--- src/rtl/mmio_timer_port.sv ---
// mmio_timer_port: 8-byte memory-mapped window holding a prescaled 8-bit timer/compare
// unit with a sticky match flag, a gated interrupt and an 8-bit output port.
module mmio_timer_port #(
   parameter logic [7:0] BASE_ADDR = 8'hF8
) (
   input  logic       clk,
   input  logic       reset,
   input  logic [7:0] Address_Data_Bus,
   input  logic [7:0] DataOut_Bus,
   input  logic       RW,
   output logic [7:0] DataIn_Bus,
   output logic       Sel_Hit,
   output logic [7:0] Port_Out,
   output logic       Timer_Irq
);

   localparam logic [2:0] OFF_CTRL  = 3'd0;
   localparam logic [2:0] OFF_PRESC = 3'd1;
   localparam logic [2:0] OFF_CMP   = 3'd2;
   localparam logic [2:0] OFF_CNT   = 3'd3;
   localparam logic [2:0] OFF_STAT  = 3'd4;
   localparam logic [2:0] OFF_PORT  = 3'd5;

   logic       en;
   logic       auto_reload;
   logic       irq_en;
   logic       match;
   logic [7:0] presc;
   logic [7:0] cmp;
   logic [7:0] cnt;
   logic [7:0] port;
   logic [7:0] pcnt;

   logic [2:0] offset;
   logic       wr;
   logic       tick;
   logic       hit;

   assign Sel_Hit   = (Address_Data_Bus[7:3] == BASE_ADDR[7:3]);
   assign offset    = Address_Data_Bus[2:0];
   assign wr        = Sel_Hit && RW;
   assign tick      = en && (pcnt == presc);
   assign hit       = tick && (cnt == cmp);
   assign Port_Out  = port;
   assign Timer_Irq = match & irq_en;

   // Statement order sets priority: W1C clear, then timer events, then bus writes,
   // so a match set beats a clear while CTRL/CNT writes beat the timer.
   always_ff @(posedge clk) begin
      if (!reset) begin
         en          <= 1'b0;
         auto_reload <= 1'b0;
         irq_en      <= 1'b0;
         match       <= 1'b0;
         presc       <= 8'h00;
         cmp         <= 8'h00;
         cnt         <= 8'h00;
         port        <= 8'h00;
         pcnt        <= 8'h00;
      end else begin
         if (en)
            pcnt <= tick ? 8'h00 : pcnt + 8'h01;
         if (wr && (offset == OFF_STAT) && DataOut_Bus[0])
            match <= 1'b0;
         if (tick) begin
            if (hit) begin
               match <= 1'b1;
               if (auto_reload)
                  cnt <= 8'h00;
               else
                  en <= 1'b0;
            end else begin
               cnt <= cnt + 8'h01;
            end
         end
         if (wr) begin
            case (offset)
               OFF_CTRL: begin
                  en          <= DataOut_Bus[0];
                  auto_reload <= DataOut_Bus[1];
                  irq_en      <= DataOut_Bus[2];
               end
               OFF_PRESC: presc <= DataOut_Bus;
               OFF_CMP:   cmp   <= DataOut_Bus;
               OFF_CNT: begin
                  cnt  <= DataOut_Bus;
                  pcnt <= 8'h00;
               end
               OFF_PORT:  port  <= DataOut_Bus;
               default: ;
            endcase
         end
      end
   end

   always_comb begin
      DataIn_Bus = 8'h00;
      if (Sel_Hit && !RW) begin
         case (offset)
            OFF_CTRL:  DataIn_Bus = {5'b00000, irq_en, auto_reload, en};
            OFF_PRESC: DataIn_Bus = presc;
            OFF_CMP:   DataIn_Bus = cmp;
            OFF_CNT:   DataIn_Bus = cnt;
            OFF_STAT:  DataIn_Bus = {7'b0000000, match};
            OFF_PORT:  DataIn_Bus = port;
            default:   DataIn_Bus = 8'h00;
         endcase
      end
   end

endmodule

--- config.mk ---
export PLATFORM = sky130hd
export DESIGN_NAME = mmio_timer_port
export DESIGN_NICKNAME = d
export VERILOG_FILES = /design/src/rtl/mmio_timer_port.sv
export SDC_FILE = /design/constraint.sdc
export NUM_CORES = 1
export LEC_CHECK = 0
export ABC_AREA = 1
export CORE_MARGIN = 5
export CORE_UTILIZATION = 35
export CTS_BUF_LIST = sky130_fd_sc_hd__clkbuf_16
export CTS_CLUSTER_SIZE = 25
export DETAILED_ROUTE_END_ITERATION = 12
export RECOVER_POWER = 25
export SYNTH_ARGS = -nofsm -noshare
export SYNTH_HDL_FRONTEND = slang
export SYNTH_SLANG_ARGS = --single-unit
--- constraint.sdc ---
create_clock -name clk -period 3.5 [get_ports clk]
set_input_delay 1.05 -clock clk [delete_from_list [all_inputs] [get_ports clk]]
set_output_delay 1.05 -clock clk [all_outputs]
set_load 0.01 [all_outputs]
==> results.sh <==
export IMPL_outcome="completed"
export IMPL_die_h_um=95.4
export IMPL_drc=0
export IMPL_internal_power_uw=797
export IMPL_syn_inst=390
export IMPL_crit_arrival_ns=2.35
export IMPL_cts_inserted_buffers=5
export IMPL_dp_hpwl_mm=5.74
export IMPL_grt_overflow=0
export IMPL_htreeDepth=2
export IMPL_pin_count=37
export IMPL_yosys_area_share_simple_pct=32.2
export IMPL_endpoint_kind="output port"
export IMPL_synth_top_family_by_area="simple AND/OR/NAND/NOR gates"
export IMPL_total_power_uw=1040
export IMPL_viasPerCell=4.97
export IMPL_io_buffers=36
export IMPL_cap_violations=0
export IMPL_grt_start_max_net_pins=17
export IMPL_die_area_um2=9090
export IMPL_design_area_um2=3320
export IMPL_drive_above_1_share_pct=14.6
export IMPL_ys_warn_count=0
export IMPL_holdWs_ns=0.481
export IMPL_fill_cells=728
export IMPL_rsz0062_at_grt="no"
export IMPL_drv_slew=0
export IMPL_synth_edf_count=0
export IMPL_syn_area_um2=2550
export IMPL_worstSetupStartpointType="input port"
export IMPL_synth_compound_area_share_pct=17.0
export IMPL_rows=31
export IMPL_cp_slowest_cell="clkdlybuf4s50_1"
export IMPL_slew_headroom_pct=61.6
export IMPL_insertedDiodeCount=0
export IMPL_finalSetupViolCount=0
export IMPL_clock_tree_buffer_depth=2
export IMPL_core_um2=7180
export IMPL_multi_input_area_um2=1500
export IMPL_fmax_mhz=294
export IMPL_tightest_slew_ns=0.574
export IMPL_root_buffer="clkbuf_16"
export IMPL_syn_to_final_growth_pct=30.3
export IMPL_synth_ff_type="dfxtp_1"
export IMPL_fin_crit_ns=3.40
export IMPL_ys_seq_area_share_pct=34.5
export IMPL_routed_wl_mm=7.53
export IMPL_clock_sinks=44
export IMPL_fin_crit_sh_pct=97.2
export IMPL_cts_tree="yes"
export IMPL_synthAdderAreaFrac_pct=0.981
export IMPL_synthXorXnorAreaFrac_pct=6.18
export IMPL_initial_core_util_pct=35.5
export IMPL_p_clk_share_pct=43.2
export IMPL_num_vias=2701
export IMPL_synth_cell_types=31
export IMPL_r2r_start="cnt[3]"
export IMPL_ys_ff_latch=44
export IMPL_finalNetCount=464
export IMPL_synth_nets=411
export IMPL_fin_cells=543
export IMPL_hold_viol=0
export IMPL_hp_start="Port_Out[4]"
export IMPL_netSwitchingPower_uw=245
export IMPL_grt_pass1_vias=2643
export IMPL_drtIter0Drc=164
export IMPL_seq_area_um2=881
export IMPL_synth_mux_area_share_pct=0
export IMPL_gp_congestion=0.874
export IMPL_critPathRequiredTime_ns=2.45
export IMPL_drtAntennaViolNets=0
export IMPL_async_reset_ff_share_pct=0
export IMPL_power_share_switching_pct=23.5
export IMPL_place_inst=533
export IMPL_postCtsHoldBufs=0
export IMPL_ir_worst_vdd_mv=0.163
export IMPL_drt_pass1_iterations=5
export IMPL_place_area_um2=3130
export IMPL_syn_area_per_cell_um2=6.54
export IMPL_synth_top_cell_by_area="dfxtp_1"
export IMPL_grtUsageTotal_pct=17.7
export IMPL_clk_pin_slew_ns=0.06
export IMPL_startpoint="Address_Data_Bus[4]"
export IMPL_synth_area_leaders="dfxtp_1, nand2_1, a21oi_1"
export IMPL_seq_power_share_pct=48.3
export IMPL_clock_latency_ns=0.29
export IMPL_cp_max_fo=4
export IMPL_grt_pass1_wl_mm=12.6
export IMPL_powerDensity_nw_per_um2=314
export IMPL_min_path_type="reg2reg"
export IMPL_power_leakage_uw=0.00139
export IMPL_comb_power_share_pct=8.5
export IMPL_crit_type="in2out"
export IMPL_crit_chain="clkdlybuf4s50_1, nand2_2, nor2_2, o211ai_1, a41oi_1, buf_2"
export IMPL_slowest_delay_ns=0.47
export IMPL_clock_skew_ns=0.00781
export IMPL_die_w_um=95.4
export IMPL_antenna_found_initial=0
export IMPL_wl_per_cell_um=13.9
export IMPL_synth_top_area_share_pct=34.5
==> final cells by class <==
class                           instances  area share [%]
Inverter                               46            5.27
Tap cell                               99            3.73
Sequential cell                        44            26.5
Clock buffer                            5            3.77
Clock inverter                          3           0.339
Timing Repair Buffer                   58            15.2
Multi-Input combinational cell        288            45.1
==> cells in the final DEF, fill, tap and decap left out, drive strengths merged, types with 2 or more instances in the layout <==
cell / synthesis / layout
xnor2: 8 / 8
dfxtp: 44 / 44
a211oi: 2 / 2
nand3: 28 / 28
o22ai: 5 / 5
a41oi: 3 / 3
a221oi: 3 / 3
buf: 8 / 26
nor2: 39 / 39
dlygate4sd3: 0 / 10
dlymetal6s2s: 0 / 4
inv: 46 / 48
o21ai: 24 / 24
nand4: 2 / 2
ha: 2 / 2
clkbuf: 4 / 7
xor2: 10 / 10
dlygate4sd2: 0 / 3
clkdlybuf4s50: 0 / 11
clkdlybuf4s15: 0 / 2
a21oi: 37 / 37
nand2: 113 / 113
nor3: 7 / 7
==> flip-flops by register name (all words and copies together), names as in the netlist <==
| signal | cells |
|---|---|
| pcnt | 8 |
| en | 1 |
| match | 1 |
| cnt | 8 |
| presc | 8 |
| cmp | 8 |
| auto_reload | 1 |
| Port_Out | 8 |
| irq_en | 1 |
==> power groups by stage <==
stage / Sequential (uW) / Clock, uW / Combinational [uW]
after floorplan: 514 / 0 / 34.2
after global placement: 514 / 0 / 83.0
after detailed placement: 514 / 0 / 83.6
after CTS: 503 / 459 / 88.0
after global routing: 503 / 482 / 96.1
final: 503 / 450 / 88.5
==> critical path, delay by kind of cell <==
kind | cells | cell delay, ns
compound gates | 2 | 0.50
buf+inv | 2 | 0.64
simple gates | 2 | 0.17
==> stage by stage <==
step | utilization [%] | TNS (ns) | worst slack (ns)
final | 46.3 | 0 | 0.0985
after global routing | 46.3 | 0 | 0.000422
after CTS | 46.1 | -0.0309 | -0.0180
after detailed placement | 43.6 | -3.69 | -0.511
after global placement | 43.6 | -3.33 | -0.454
after floorplan | - | 0 | 0.547
==> final timing paths <==
kind                    to  slack, ns  depth (start not counted)
max          DataIn_Bus[5]        0.1                          6
min            Port_Out[4]       0.48                          2
max reg2reg             en       1.85                          6
min reg2reg    Port_Out[4]       0.48                          2
==> cells by family after synthesis <==
kind of cell	count (synthesis)
AOI/OAI and AO/OA	78
xor gates and xnor gates	18
adders and majority gates	2
buffers and inverters	58
DFF	44
and+or+nand+nor	190
==> routing by layer <==
layer  track usage [%]  vias up  part of all wire [%]  wire length, um
met2              29.3       94                    45             3370
met1              23.7     1230                    47             3540
li1                  -     1370                     -                -
met3              2.68        7                   6.7              507
met4              5.29        0                   1.5              115
met5                 0        -                     0                0
==> synthesized netlist by cell type, types with 5 or more instances <==
library cell	n
dfxtp_1	44
xor2_1	10
nand3_1	24
o21ai_0	19
xnor2_1	8
inv_1	41
nand2_1	110
a21oi_1	37
o22ai_1	5
buf_2	7
nor2_1	36
inv_2	5
o21ai_1	5
==> repair_timing <==
| item | in CTS | in global routing |
|---|---|---|
| gates resized for setup | 44 | 11 |
| pin swaps | 3 | 4 |
| setup endpoints to repair | 9 | 8 |
| buffers inserted | 2 | 0 |
Note: power is estimated with default switching activity, not from simulation.
